## src/rtl/nibble_serial_addsub.sv

```systemverilog
// rtl/nibble_serial_addsub.sv - W-bit add/sub sequenced one nibble per clock through an external 4-bit stage
// Optional out_ovf (two's-complement overflow) enabled by macro SIGNED_OVERFLOW_FLAG_EN.
module nibble_serial_addsub #(
    parameter int NIBBLES = 4
) (
    input  logic                   clk,
    input  logic                   rst_n,
    input  logic                   in_valid,
    output logic                   in_ready,
    input  logic [4*NIBBLES-1:0]   in_a,
    input  logic [4*NIBBLES-1:0]   in_b,
    input  logic                   in_sub,
    input  logic                   in_cin,
    output logic [3:0]             nib_a,
    output logic [3:0]             nib_b,
    output logic                   nib_cin,
    output logic                   nib_control,
    input  logic [3:0]             nib_result,
    input  logic                   nib_cout,
    output logic                   out_valid,
    input  logic                   out_ready,
    output logic [4*NIBBLES-1:0]   out_result,
    output logic                   out_cout,
    output logic                   out_zero
`ifdef SIGNED_OVERFLOW_FLAG_EN
   ,output logic                   out_ovf
`endif
);

    localparam int W  = 4 * NIBBLES;
    localparam int IW = (NIBBLES > 1) ? $clog2(NIBBLES) : 1;

    localparam logic [1:0] S_IDLE = 2'd0;
    localparam logic [1:0] S_RUN  = 2'd1;
    localparam logic [1:0] S_DONE = 2'd2;

    logic [1:0]    r_state;
    logic [W-1:0]  r_a;
    logic [W-1:0]  r_b;
    logic          r_sub;
    logic          r_carry;
    logic [IW-1:0] r_idx;
    logic [W-1:0]  r_res;
    logic [W-1:0]  r_out_result;
    logic          r_out_cout;
    logic          r_out_zero;
`ifdef SIGNED_OVERFLOW_FLAG_EN
    logic          r_out_ovf;
    logic          w_ovf;
`endif

    logic          w_run;
    logic          w_last;
    logic [3:0]    w_nib_a;
    logic [3:0]    w_nib_b;
    logic [W-1:0]  w_res_next;

    assign w_run  = (r_state == S_RUN);
    assign w_last = (r_idx == IW'(NIBBLES - 1));

    // Select the current nibble and merge the returning one into the partial result.
    always_comb begin
        w_nib_a    = 4'h0;
        w_nib_b    = 4'h0;
        w_res_next = r_res;
        for (int n = 0; n < NIBBLES; n++) begin
            if (r_idx == IW'(n)) begin
                w_nib_a               = r_a[4*n +: 4];
                w_nib_b               = r_b[4*n +: 4];
                w_res_next[4*n +: 4]  = nib_result;
            end
        end
    end

`ifdef SIGNED_OVERFLOW_FLAG_EN
    assign w_ovf = r_sub ? ((r_a[W-1] != r_b[W-1]) && (w_res_next[W-1] != r_a[W-1]))
                         : ((r_a[W-1] == r_b[W-1]) && (w_res_next[W-1] != r_a[W-1]));
    assign out_ovf = r_out_ovf;
`endif

    assign in_ready    = (r_state == S_IDLE);
    assign out_valid   = (r_state == S_DONE);
    assign nib_a       = w_run ? w_nib_a : 4'h0;
    assign nib_b       = w_run ? w_nib_b : 4'h0;
    assign nib_cin     = w_run ? r_carry : 1'b0;
    assign nib_control = w_run ? r_sub   : 1'b0;
    assign out_result  = r_out_result;
    assign out_cout    = r_out_cout;
    assign out_zero    = r_out_zero;

    // Output registers load only on the final nibble so they hold through IDLE and RUN.
    always_ff @(posedge clk or negedge rst_n) begin
        if (!rst_n) begin
            r_state      <= S_IDLE;
            r_a          <= '0;
            r_b          <= '0;
            r_sub        <= 1'b0;
            r_carry      <= 1'b0;
            r_idx        <= '0;
            r_res        <= '0;
            r_out_result <= '0;
            r_out_cout   <= 1'b0;
            r_out_zero   <= 1'b1;
`ifdef SIGNED_OVERFLOW_FLAG_EN
            r_out_ovf    <= 1'b0;
`endif
        end else begin
            case (r_state)
                S_IDLE: begin
                    if (in_valid) begin
                        r_a     <= in_a;
                        r_b     <= in_b;
                        r_sub   <= in_sub;
                        r_carry <= in_cin;
                        r_idx   <= '0;
                        r_res   <= '0;
                        r_state <= S_RUN;
                    end
                end
                S_RUN: begin
                    r_res   <= w_res_next;
                    r_carry <= nib_cout;
                    if (w_last) begin
                        r_idx        <= '0;
                        r_state      <= S_DONE;
                        r_out_result <= w_res_next;
                        r_out_cout   <= nib_cout;
                        r_out_zero   <= (w_res_next == '0);
`ifdef SIGNED_OVERFLOW_FLAG_EN
                        r_out_ovf    <= w_ovf;
`endif
                    end else begin
                        r_idx <= r_idx + IW'(1);
                    end
                end
                S_DONE: begin
                    if (out_ready) begin
                        r_state <= S_IDLE;
                    end
                end
                default: r_state <= S_IDLE;
            endcase
        end
    end

endmodule

```

## config.mk

```make
export PLATFORM = sky130hd
export DESIGN_NAME = nibble_serial_addsub
export DESIGN_NICKNAME = d
export VERILOG_FILES = /design/src/rtl/nibble_serial_addsub.sv
export SDC_FILE = /design/constraint.sdc
export NUM_CORES = 1
export LEC_CHECK = 0
export BUFFER_PORTS_ARGS = -buffer_cell sky130_fd_sc_hd__buf_4
export CAP_MARGIN = 20
export CORE_ASPECT_RATIO = 0.7
export CORE_MARGIN = 1.5
export CORE_UTILIZATION = 50
export CTS_CLUSTER_SIZE = 24
export DETAILED_ROUTE_END_ITERATION = 10
export PLACE_DENSITY = 0.75
export SYNTH_ARGS = -nofsm -noshare
export SYNTH_HDL_FRONTEND = slang
export SYNTH_SLANG_ARGS = --single-unit
```

## constraint.sdc

```tcl
create_clock -name clk -period 2.1 [get_ports clk]
set_input_delay 0.525 -clock clk [delete_from_list [all_inputs] [get_ports clk]]
set_output_delay 0.525 -clock clk [all_outputs]
set_load 0.05 [all_outputs]
```

# Yosys cells after proc, flatten, opt, wreduce, memory -nomap -nowiden
# Cells that the tools add are included.
# word_totals
ff_bits	72
in_bits	43
out_inout_bits	30
# op_classes
n_addsub	1
n_eq_ne	8
mux	27
reduce_logical	8
# op_table
operator	n
$mux W4	14
$pmux W16 S2	1
$logic_not A16 Y1	1
$mux W16	1
$mux W2	5
$eq A2 B2 Y1 const B	3
$pmux W2 S3	1
$reduce_and A2 Y1	3
$eq A2 B1 Y1 const B	2
$logic_not A2 Y1	2
$ne A2 B1 Y1 const B	2
$pmux W2 S2	1
$mux W1	3
$reduce_and A3 Y1	1
$add A2 B1 Y2 const B	1
$ne A2 B2 Y1 const B	1
$pmux W1 S2	1
$reduce_bool A2 Y1	1

# Logic depth before layout (Yosys ltp)
# logic_depth
ltp_word	6
ltp_mapped	7
depth_no_buf	6

# Worst setup path before layout
# OpenSTA, ideal clock, no wires.
# synth_timing
path_kind	register to output
from	register r_idx[1]
to	output nib_b[0]
t_arrival_ns	2.344
required_time_ns	1.575
setup_slack_ns	-0.769
path_stages_with_launch	7
path_buffers	2
path_cell_list	dfrtp_1 inv_1 ha_1 buf_2 buf_2 a221oi_1 o31ai_1
# synth_between
elab_chain_cells	6
elab_cells_between_ends	9
classes_between	eq/ne: 3; mux: 5; reduce/logical: 1
# synth_rtl
item	line	rtl
start: declaration	42	logic [IW-1:0] r_idx;
start signal: assignment	133	r_idx <= r_idx + IW'(1);
$logic_not A2 Y1	67	if (r_idx == IW'(n)) begin
$mux W4 (3 in a row)	67	
$mux W4 *	67	
$mux W4 *	84	assign nib_b = w_run ? w_nib_b : 4'h0;
end: declaration	15	output logic [3:0] nib_b,
# Mark *: on every way between the ends. The rest lies on a longest branch, timed or not.

# Final worst setup path
# layout_timing
from	register r_idx[0]
to	output nib_a[2]
# layout_between
elab_chain_cells	6
elab_cells_between_ends	9
classes_between	eq/ne: 3; mux: 5; reduce/logical: 1
# layout_rtl
item	line	rtl
$logic_not A2 Y1	67	
$mux W4 (3 in a row)	67	
$mux W4 *	67	
$mux W4 *	83	assign nib_a = w_run ? w_nib_a : 4'h0;
end: declaration	14	output logic [3:0] nib_a,
# Marks and branches as above.

==> results.txt <==
----------------------------------------------------
[Timing]
  Slew HR ... 70.88%
  Slack of the critical path ... -0.2853 ns
  Maximum operating frequency ... 419.2 MHz
  Setup skew after layout ... 0.008626 ns
  Final worst path period need ... 2.385 ns
  Unrepaired setup endpoints after global routing ... true
  Final number of hold-violating endpoints ... 0
  Number of max-slew violations in the final report ... 0
  Final Hold Slack ... 0.1104 ns
  Worst Max-Slew Pin Slew ... 0.4367 ns
  Total setup violations reported at the end of the flow ... 8
  Share of the clock period used by the worst path ... 113.6%

[Final layout]
  Final design utilization ... 75.33%
  Area occupied by registers ... 0.001730 sq mm
  Inserted Diodes ... 0
  Area growth syn-to-layout ... 41.06%
  Fraction of layout cells with a size suffix above 1 ... 50.99%
  Layout net count ... 397
  Multi-input gate area ... 0.001592 sq mm
  Fill cell total of the finished layout ... 386

[Outcome]
  Violated checks ... negative setup slack
  Run status ... finished with violations

[Die]
  Number of standard-cell rows in the floorplan ... 23
  Die Span X ... 97.88 um
  Starting Density ... 53.40%
  Io pins ... 73
  Die Footprint ... 0.006794 sq mm
  Total core area ... 0.005899 sq mm
  Y dimension of the die ... 69.42 um

[Synth]
  Sequential share of the synthesized area ... 54.85%
  Most common flop cell mapped by yosys ... sky130_fd_sc_hd__dfrtp_1
  Area share of the leading cell type in the synthesized netlist ... 54.01%
  Flops & latches, synth ... 69
  Synthesized area ... 0.003151 sq mm
  Cell taking the most area after synthesis ... sky130_fd_sc_hd__dfrtp_1
  Avg Cell Area, Syn ... 11.80 sq um
  Number of enable-type register cells in the synthesized netlist ... 0
  Gate count after technology mapping ... 267
  Post-synthesis cell type count ... 34
  Syn nets ... 314
  Ranking of synthesized cells by area ... sky130_fd_sc_hd__dfrtp_1 54%, sky130_fd_sc_hd__mux2_2 13%, sky130_fd_sc_hd__a32o_1 4.1%, sky130_fd_sc_hd__mux2i_1 3.5%, sky130_fd_sc_hd__nand2_1 3.5%
  Share of synthesized flip-flops with an asynchronous set or reset ... 100.0%
  Synth warn ... 0

[Drt]
  Pre-Repair DR Iteration Count ... 4
  Final Routed Wirelength ... 7.654 mm
  Detailed-route wire length per cell ... 17.88 um
  Number of DRC violations after detailed routing ... 0
  Via total after detailed routing ... 2404
  Count of nets left with antenna violations after detail routing ... 0
  Avg Vias per Cell ... 5.617
  Violation count after the first detailed-route iteration ... 164

[CTS]
  Buffer cell driving the clock tree root ... sky130_fd_sc_hd__clkbuf_8
  Maximum clock path buffer count ... 2
  Hold_buf cts ... 0
  CTS tree ... done
  Deepest level of the CTS H-tree ... 3
  Clock latency reported for the late side of the worst-skew pair ... 0.35 ns
  Clock transition at the registers of the reported paths ... 0.08 ns
  Clock buffers created by TritonCTS ... 9
  Total clock sinks ... 69

[Worst setup path]
  Launching element type of the critical path ... flip-flop
  Start-to-end type of the worst setup path ... reg2out
  Data required time of the worst path ... 1.57 ns
  Arrival time at the worst endpoint ... 1.86 ns
  Dominant cell type by count on the critical path ... sky130_fd_sc_hd__buf_6
  Worst Path Max Fanout ... 8
  Critical Path Sink Type ... primary output
  Crit path cell chain ... buf_6 > ha_4 > nor2b_4 > buf_12 > a221oi_2 > o31ai_4 > buf_6
  Largest stage delay on the critical path ... 0.42 ns
  Cell at the slowest stage of the critical path ... sky130_fd_sc_hd__dfrtp_1

[Global route]
  Maximum number of pins on one net before global-route repair ... 38
  Global routing usage summed across all routing layers ... 22.85%
  Initial antenna violation count ... 0
  Global-route congestion overflow total ... 0
  Via count of the first global-routing pass ... 2413
  Global-route wire length before repair ... 12.19 mm

[Worst hold path]
  Class of the tightest hold or removal check ... in2async

[Power and ir drop]
  Leakage ... 1.968 nW
  Overall Power ... 0.008392 W
  Largest voltage drop on the vdd net ... 1.111 mV
  Power per standard cell area ... 1888 mW/mm^2

[Job]
  Max_cap viols ... 0

[Placed design]
  Buffers on Ports ... 72
  Routability Congestion ... 0.8162
  Post-detailed-placement half-perimeter wirelength ... 4.926 mm
  Worst setup slack before clock tree synthesis ... -0.4589 ns

----------------------------------------------------
-- worst max-delay path, delay by kind of cell, from the launching register on --
kind	cells	cell delay, ns
buf+inv	3	0.50
flops	1	0.42
compound gates	2	0.28
fa+ha+maj	1	0.17
simple gates	1	0.14
-- power by group --
| part | internal [W] | switching [W] |
|---|---|---|
| combinational | 0.00223 | 0.00287 |
| sequential | 0.00193 | 0.000421 |
| clock | 0.000476 | 0.000465 |
-- metal layers --
layer | global-route usage, % | part of all wire (%)
met5 | 0 | 0
met4 | 5.238 | 1.1
met3 | 7.258 | 6.6
met2 | 33.49 | 44
met1 | 33.27 | 48
-- worst paths after layout --
kind | from | endpoint | slack (ns) | cells after the start
min in group clk | out_ready | r_state[1] | 0.38 | 2
max reg2reg | r_idx[0] | out_zero | 0.26 | 9
min reg2reg | r_carry | r_carry | 0.47 | 2
max in group asynchronous | rst_n | out_result[2] | 1.44 | 2
max | r_idx[0] | nib_a[2] | -0.29 | 7
min | rst_n | r_b[14] | 0.11 | 1
-- synthesized netlist by cell type (2+ instances only) --
library cell,n
sky130_fd_sc_hd__clkbuf_1,7
sky130_fd_sc_hd__a221oi_1,8
sky130_fd_sc_hd__dfrtp_1,68
sky130_fd_sc_hd__inv_1,4
sky130_fd_sc_hd__o21ai_0,14
sky130_fd_sc_hd__nor2_1,9
sky130_fd_sc_hd__buf_2,9
sky130_fd_sc_hd__ha_1,4
sky130_fd_sc_hd__a32o_1,13
sky130_fd_sc_hd__buf_4,5
sky130_fd_sc_hd__mux2_2,35
sky130_fd_sc_hd__nand2b_1,3
sky130_fd_sc_hd__nand3_1,9
sky130_fd_sc_hd__nor2b_1,10
sky130_fd_sc_hd__o21ai_2,3
sky130_fd_sc_hd__nand2_1,29
sky130_fd_sc_hd__mux2i_1,11
sky130_fd_sc_hd__and2_1,2
sky130_fd_sc_hd__o31ai_1,9
-- repair_timing --
action,in CTS,in global routing
setup buffers,5,2
setup endpoints to repair,9,10
pin swaps,4,4
cloned,0,1
resized for setup,32,14
-- registers in the layout (all words and copies together), names as in the netlist, 2 cells and up --
register,cells
out_result,16
r_a,16
r_b,16
r_idx,2
r_res,13
r_state,2
-- cell families (layout without fill, tap and decap cells) --
logic type / after synthesis / after routing / synth area share [%]
flip-flops: 69 / 69 / 54.85
AND/OR/NAND/NOR: 68 / 68 / 10.21
AO/OA/AOI/OAI: 53 / 53 / 12.95
multiplexers: 46 / 46 / 16.00
buffers and inverters: 27 / 113 / 4.408
adder cells (fa/ha/maj): 4 / 4 / 1.589
-- placed cells by master, fill, tap and decap left out, drive strengths merged --
master,synthesis,layout
ha,4,4
a22oi,1,1
o21ai,17,17
a32o,13,13
nor3,1,1
clkinv,0,2
mux2,35,35
o21bai,1,1
nor4,1,1
inv,4,4
mux2i,11,11
or2,1,1
and2,2,2
a221oi,8,8
nor2b,10,10
clkbuf,7,13
nand2,30,30
a21oi,1,1
nor3b,1,1
nor2,10,10
dfstp,1,1
o31ai,9,9
a2111oi,1,1
nand3,9,9
buf,16,94
dfrtp,68,68
nand2b,3,3
a22o,1,1
a31oi,1,1
-- stage by stage --
step	area (sq um)	setup TNS [ns]	cells
6_report	4444	-2.195	428
3_3_place_gp	3996	-2.669	414
4_1_cts	4314	-2.053	425
5_1_grt	4444	-2.640	428
3_5_place_dp	3996	-3.456	414
2_1_floorplan	3303	0	267
-- area by class of cell --
| class | instances | share of cell area [%] |
|---|---|---|
| Sequential cell | 69 | 38.94 |
| Multi-Input combinational cell | 171 | 35.81 |
| Timing Repair Buffer | 95 | 19.03 |
| Clock buffer | 12 | 3.491 |
| Tap cell | 75 | 2.111 |
| Inverter | 4 | 0.3941 |
| Clock inverter | 2 | 0.2252 |
No activity file was read; power rests on OpenSTA's default activity.
